==> src/rtl/pulse_to_level_stretcher.sv <==
// pulse_to_level_stretcher
// Turns single-cycle event strobes into fixed-width high levels separated
// by a guaranteed low gap. Events that arrive while a level or gap is in
// progress are queued in a saturating pending counter and replayed in order.
// A sticky overflow flag records any event that was dropped at saturation.

// Assertion-only companion: parameter legality and output invariants.
module pulse_to_level_stretcher_chk #(
   parameter int HOLD_CYCLES = 4,
   parameter int GAP_CYCLES  = 2,
   parameter int PEND_W      = 3
) (
   input logic              clk,
   input logic              rst,
   input logic              level_o,
   input logic              busy_o,
   input logic [PEND_W-1:0] pending_o
);

   if (HOLD_CYCLES < 1) begin : g_bad_hold
      $error("pulse_to_level_stretcher: HOLD_CYCLES must be at least 1");
   end

   if (GAP_CYCLES < 1) begin : g_bad_gap
      $error("pulse_to_level_stretcher: GAP_CYCLES must be at least 1");
   end

   if (PEND_W < 1) begin : g_bad_pend
      $error("pulse_to_level_stretcher: PEND_W must be at least 1");
   end

   // A high level can only be driven while the engine is active.
   a_level_implies_busy : assert property (
      @(posedge clk) disable iff (rst) level_o |-> busy_o
   );

   // The engine never returns to idle with work still queued.
   a_idle_queue_empty : assert property (
      @(posedge clk) disable iff (rst) !busy_o |-> (pending_o == {PEND_W{1'b0}})
   );

endmodule

module pulse_to_level_stretcher #(
   parameter int HOLD_CYCLES = 4,
   parameter int GAP_CYCLES  = 2,
   parameter int PEND_W      = 3
) (
   input  logic              clk,
   input  logic              rst,
   input  logic              pulse_i,
   input  logic              clear_i,
   output logic              level_o,
   output logic              busy_o,
   output logic [PEND_W-1:0] pending_o,
   output logic              overflow_o
);

   // The shared down-counter must hold the longer of the two phase lengths.
   localparam int MAX_CYC = (HOLD_CYCLES > GAP_CYCLES) ? HOLD_CYCLES : GAP_CYCLES;
   localparam int CNT_W   = $clog2(MAX_CYC + 1);

   localparam logic [CNT_W-1:0]  CNT_ZERO  = {CNT_W{1'b0}};
   localparam logic [CNT_W-1:0]  CNT_ONE   = CNT_W'(1);
   localparam logic [CNT_W-1:0]  HOLD_LOAD = CNT_W'(HOLD_CYCLES - 1);
   localparam logic [CNT_W-1:0]  GAP_LOAD  = CNT_W'(GAP_CYCLES - 1);
   localparam logic [PEND_W-1:0] PEND_ZERO = {PEND_W{1'b0}};
   localparam logic [PEND_W-1:0] PEND_ONE  = PEND_W'(1);
   localparam logic [PEND_W-1:0] PEND_MAX  = {PEND_W{1'b1}};

   typedef enum logic [1:0] {
      ST_IDLE = 2'd0,
      ST_HIGH = 2'd1,
      ST_GAP  = 2'd2
   } state_t;

   state_t             state_r;
   state_t             state_nxt_s;
   logic [CNT_W-1:0]   cnt_r;
   logic [CNT_W-1:0]   cnt_nxt_s;
   logic [PEND_W-1:0]  pend_nxt_s;
   logic               ovf_nxt_s;
   logic               ovf_set_s;
   logic               last_gap_s;
   logic               consume_s;
   logic               direct_s;
   logic               inc_s;

   // Classify this cycle's event: direct launch, queue increment or replay.
   always_comb begin
      last_gap_s = (state_r == ST_GAP) && (cnt_r == CNT_ZERO);
      // Queued work always takes priority over a fresh strobe at gap end.
      consume_s  = last_gap_s && (pending_o != PEND_ZERO);
      // A strobe launches straight into HIGH when nothing is in flight or
      // when it lands on the last gap cycle with an empty queue.
      direct_s   = pulse_i && ((state_r == ST_IDLE) ||
                               (last_gap_s && (pending_o == PEND_ZERO)));
      inc_s      = pulse_i && (state_r != ST_IDLE) && !direct_s;
   end

   // Next FSM state and phase counter.
   always_comb begin
      state_nxt_s = state_r;
      cnt_nxt_s   = cnt_r;
      case (state_r)
         ST_IDLE: begin
            if (pulse_i) begin
               state_nxt_s = ST_HIGH;
               cnt_nxt_s   = HOLD_LOAD;
            end else begin
               state_nxt_s = ST_IDLE;
               cnt_nxt_s   = CNT_ZERO;
            end
         end
         ST_HIGH: begin
            if (cnt_r == CNT_ZERO) begin
               state_nxt_s = ST_GAP;
               cnt_nxt_s   = GAP_LOAD;
            end else begin
               state_nxt_s = ST_HIGH;
               cnt_nxt_s   = cnt_r - CNT_ONE;
            end
         end
         ST_GAP: begin
            if (cnt_r != CNT_ZERO) begin
               state_nxt_s = ST_GAP;
               cnt_nxt_s   = cnt_r - CNT_ONE;
            end else if (consume_s || direct_s) begin
               // Next level starts on the very next edge, no idle bubble.
               state_nxt_s = ST_HIGH;
               cnt_nxt_s   = HOLD_LOAD;
            end else begin
               state_nxt_s = ST_IDLE;
               cnt_nxt_s   = CNT_ZERO;
            end
         end
         default: begin
            state_nxt_s = ST_IDLE;
            cnt_nxt_s   = CNT_ZERO;
         end
      endcase
   end

   // Saturating pending counter and sticky overflow flag.
   always_comb begin
      pend_nxt_s = pending_o;
      ovf_set_s  = 1'b0;
      if (inc_s && !consume_s) begin
         if (pending_o == PEND_MAX) begin
            // Queue full: the event is dropped and remembered as overflow.
            pend_nxt_s = pending_o;
            ovf_set_s  = 1'b1;
         end else begin
            pend_nxt_s = pending_o + PEND_ONE;
            ovf_set_s  = 1'b0;
         end
      end else if (consume_s && !inc_s) begin
         pend_nxt_s = pending_o - PEND_ONE;
         ovf_set_s  = 1'b0;
      end else begin
         // Either idle or an increment cancelled by a simultaneous replay.
         pend_nxt_s = pending_o;
         ovf_set_s  = 1'b0;
      end

      // A new drop outranks a clear arriving in the same cycle.
      if (ovf_set_s) begin
         ovf_nxt_s = 1'b1;
      end else if (clear_i) begin
         ovf_nxt_s = 1'b0;
      end else begin
         ovf_nxt_s = overflow_o;
      end
   end

   // State, counter and all outputs registered; reset clears everything at once.
   always_ff @(posedge clk or posedge rst) begin
      if (rst) begin
         state_r    <= ST_IDLE;
         cnt_r      <= CNT_ZERO;
         level_o    <= 1'b0;
         busy_o     <= 1'b0;
         pending_o  <= PEND_ZERO;
         overflow_o <= 1'b0;
      end else begin
         state_r    <= state_nxt_s;
         cnt_r      <= cnt_nxt_s;
         level_o    <= (state_nxt_s == ST_HIGH);
         busy_o     <= (state_nxt_s != ST_IDLE);
         pending_o  <= pend_nxt_s;
         overflow_o <= ovf_nxt_s;
      end
   end

   pulse_to_level_stretcher_chk #(
      .HOLD_CYCLES (HOLD_CYCLES),
      .GAP_CYCLES  (GAP_CYCLES),
      .PEND_W      (PEND_W)
   ) u_chk (
      .clk       (clk),
      .rst       (rst),
      .level_o   (level_o),
      .busy_o    (busy_o),
      .pending_o (pending_o)
   );

endmodule

==> config.mk <==
export PLATFORM = sky130hd
export DESIGN_NAME = pulse_to_level_stretcher
export DESIGN_NICKNAME = d
export VERILOG_FILES = /design/src/rtl/pulse_to_level_stretcher.sv
export SDC_FILE = /design/constraint.sdc
export NUM_CORES = 1
export LEC_CHECK = 0
export ABC_CLOCK_PERIOD_IN_PS = 2150
export BUFFER_PORTS_ARGS = -buffer_cell sky130_fd_sc_hd__buf_2
export CORE_AREA = 10 10 47 49
export CTS_CLUSTER_SIZE = 40
export DETAILED_ROUTE_END_ITERATION = 12
export DIE_AREA = 0 0 57 59
export PLACE_DENSITY = 0.67
export REMOVE_ABC_BUFFERS = 1
export SLEW_MARGIN = 10
export SYNTH_ARGS = -nofsm -noshare
export SYNTH_HDL_FRONTEND = slang
export SYNTH_SLANG_ARGS = --single-unit
==> constraint.sdc <==
create_clock -name clk -period 2.15 [get_ports clk]
set_input_delay 0.3225 -clock clk [delete_from_list [all_inputs] [get_ports clk]]
set_output_delay 0.3225 -clock clk [all_outputs]
set_load 0.005 [all_outputs]
==> results.cfg <==
[floorplanning]
die_x_um = 57
design.die.area_mm2 = 0.00336
coreArea_mm2 = 0.00140
initial_core_util = 0.437
die_y_um = 59
rows = 14
ios = 10

[yosys]
async_flop_share = 1.00
seq_area_frac_synth = 0.450
synth.most_common_cell = dfrtp_1
postSynthAreaPerCell_um2 = 10.9
yosysTopAreaCellShare = 0.450
synth_common_cells = dfrtp_1, a21oi_1, inv_1
ys_top_cells_by_area = dfrtp_1, a21oi_1, fa_1
syn-cell-area_um2 = 612
ys_types = 32
yosys.area.top_type = dfrtp_1
post_synth_inst_count = 56
synth-edff-count = 0
yosys_register_bits = 11
synth_flop_cell = dfrtp_1
synth_warnings = 0

[clocking]
cts-root-buf = clkbuf_4
h-tree-depth = 1
cts_buffer_depth = 2
clk_latency_ns = 0.28
cts.sinks = 11
path_clk_slew_ns = 0.07
cts_tree = yes
cts_hold_repair.buffers = 0
cts_buffers = 3

[cells_and_area]
fin_area_um2 = 721
area_delta_synth_final_pct = 17.8
diodes = 0
stdcell_count = 86
nets = 76
drive_gt1_frac = 0.300

[place]
port_buffers = 9
post-place-ws_ns = 0.141
placed_area_um2 = 688
gp_congestion = 0.805
hpwl_um = 940
dp.cells = 82

[critical_path]
crit_path_top_delay_cell = dfrtp_1
reg2reg_depth = 7
arrival_ns = 2.18
cp_data_required_time_ns = 2.31
critical_path_class = register to register
crit_fanout = 6
reg2reg_from = cnt_r[1]
path_cells = o31a_1 > o21a_4 > clkinv_4 > fa_1 > nor4_2 > a31o_1 > a21oi_1
r2r_slack_ns = 0.13
startpoint_type = register
r2r_end = pending_o[2]
end_kind = register
cpPeakStageDelay_ns = 0.42

[routing]
wl_met3_um = 76
wl_per_cell_um = 14.8
ant_nets = 0
vias = 478
wl_met1_um = 557
top_layer = met4
drt-total-wl_um = 1270
detail_route.iter0.violations = 5
drc = 0
firstDrtPassIters = 4
viasPerCell = 5.56
route.met2.wl_um = 602

[power]
peakVddDrop_v = 0.000725
seqPwrFrac = 0.376
power_density_mw_per_mm2 = 1500
leakage_nw = 0.320
p_clk_frac = 0.132
swShare = 0.407
switchingPower_mw = 0.441
p_int_mw = 0.642
comb_power_share = 0.492

[sta]
fin_tns_setup_ns = 0
hold_viol = 0
tightest_slew_ns = 0.419
fmax_mhz = 495
setup_ws_ns = 0.131
slew_violations = 0
fin_skew_ns = 0.00533
setup_viol = 0
finalCritPeriodShare = 0.939
slew_headroom = 0.720
min_period_ns = 2.02

[global_route]
gr-total-overflow = 0
antenna_found_initial = 0
grt_max_degree = 12
grt_pass1_vias = 477
grtUsageTotal = 0.0769
grt_pass1_wl_um = 2000

[run_status]
outcome = finished, final reports clean

[worst_hold_path]
hold_class = input port to asynchronous set/reset pin

[run]
cap_viol_max_count = 0
==> worst max-delay path, delay by kind of cell (launching register included) <==
family,cells,cell delay (ns)
flip-flops,1,0.42
buffers and inverters,1,0.06
adder cells (fa/ha/maj),1,0.42
AND/OR/NAND/NOR,1,0.35
AO/OA/AOI/OAI,4,0.66
==> power by group through the flow <==
stage                     sequential [mW]  combinational, mW  clock (mW)
after floorplan                     0.436              0.320           0
after global placement              0.403              0.511           0
after global routing                0.418              0.594       0.155
after detailed placement            0.409              0.530           0
final                               0.407              0.533       0.143
after CTS                           0.406              0.531       0.151
==> flip-flops by register name (all words and copies together) (netlist names) <==
signal and flops:
busy_o 1, state_r 2, cnt_r 3, level_o 1, overflow_o 1, pending_o 3
==> what timing repair did <==
action,4_1_cts,5_1_grt
setup endpoints to repair,0,1
setup buffers,0,0
resized for setup,0,1
==> logic make-up (layout without fill, tap and decap cells) <==
family,count (synthesis),in the layout,share of synthesized area
and+or+nand+nor,15,15,0.151
buffers and inverters,7,21,0.0573
AOI/OAI and AO/OA,17,17,0.223
adders and majority gates,1,1,0.0327
DFF,11,11,0.450
muxes,3,3,0.0573
xor gates and xnor gates,2,2,0.0286
==> metrics by stage <==
| stage | hold slack [ns] | utilization | total power, mW |
|---|---|---|---|
| detailed placement | 0.338 | 0.491 | 0.939 |
| global placement | 0.335 | 0.491 | 0.914 |
| global route | 0.0629 | 0.514 | 1.17 |
| CTS | 0.0332 | 0.510 | 1.09 |
| floorplan | 0.175 | - | 0.756 |
| finish | 0.0230 | 0.514 | 1.08 |
==> metal layers <==
layer	vias to the layer above	track usage
li1	234	-
met1	227	0.0770
met2	11	0.119
met3	6	0.0386
met4	0	0.0604
met5	-	0
==> final cells by class <==
class	count	area, um^2
inverter	5	23.8
timing repair buffer	12	67.6
tap	16	20.0
sequential	11	275
multi-input combinational	38	308
clock buffer	4	26.3
fill	144	681
==> how the worst max path moves through the flow <==
stage,start,endpoint,slack [ns],cells after the start
finish,cnt_r[1],pending_o[2],0.13,7
global route,cnt_r[1],pending_o[2],-0.01,7
CTS,cnt_r[1],pending_o[2],0.13,7
detailed placement,cnt_r[1],pending_o[2],0.14,7
global placement,cnt_r[1],pending_o[2],0.21,7
floorplan,state_r[1],pending_o[2],0.20,7
==> cells in the final DEF (no fill, tap or decap), types with 2 or more instances in the layout <==
cell type and count:
dfrtp_1 11, buf_2 9, a21oi_1 4, inv_1 4
nand2_1 3, o21ai_0 3, nor2_1 3, clkbuf_4 3
buf_4 3, a221oi_1 2, mux2i_1 2
Note: power is estimated with default switching activity, not from simulation.
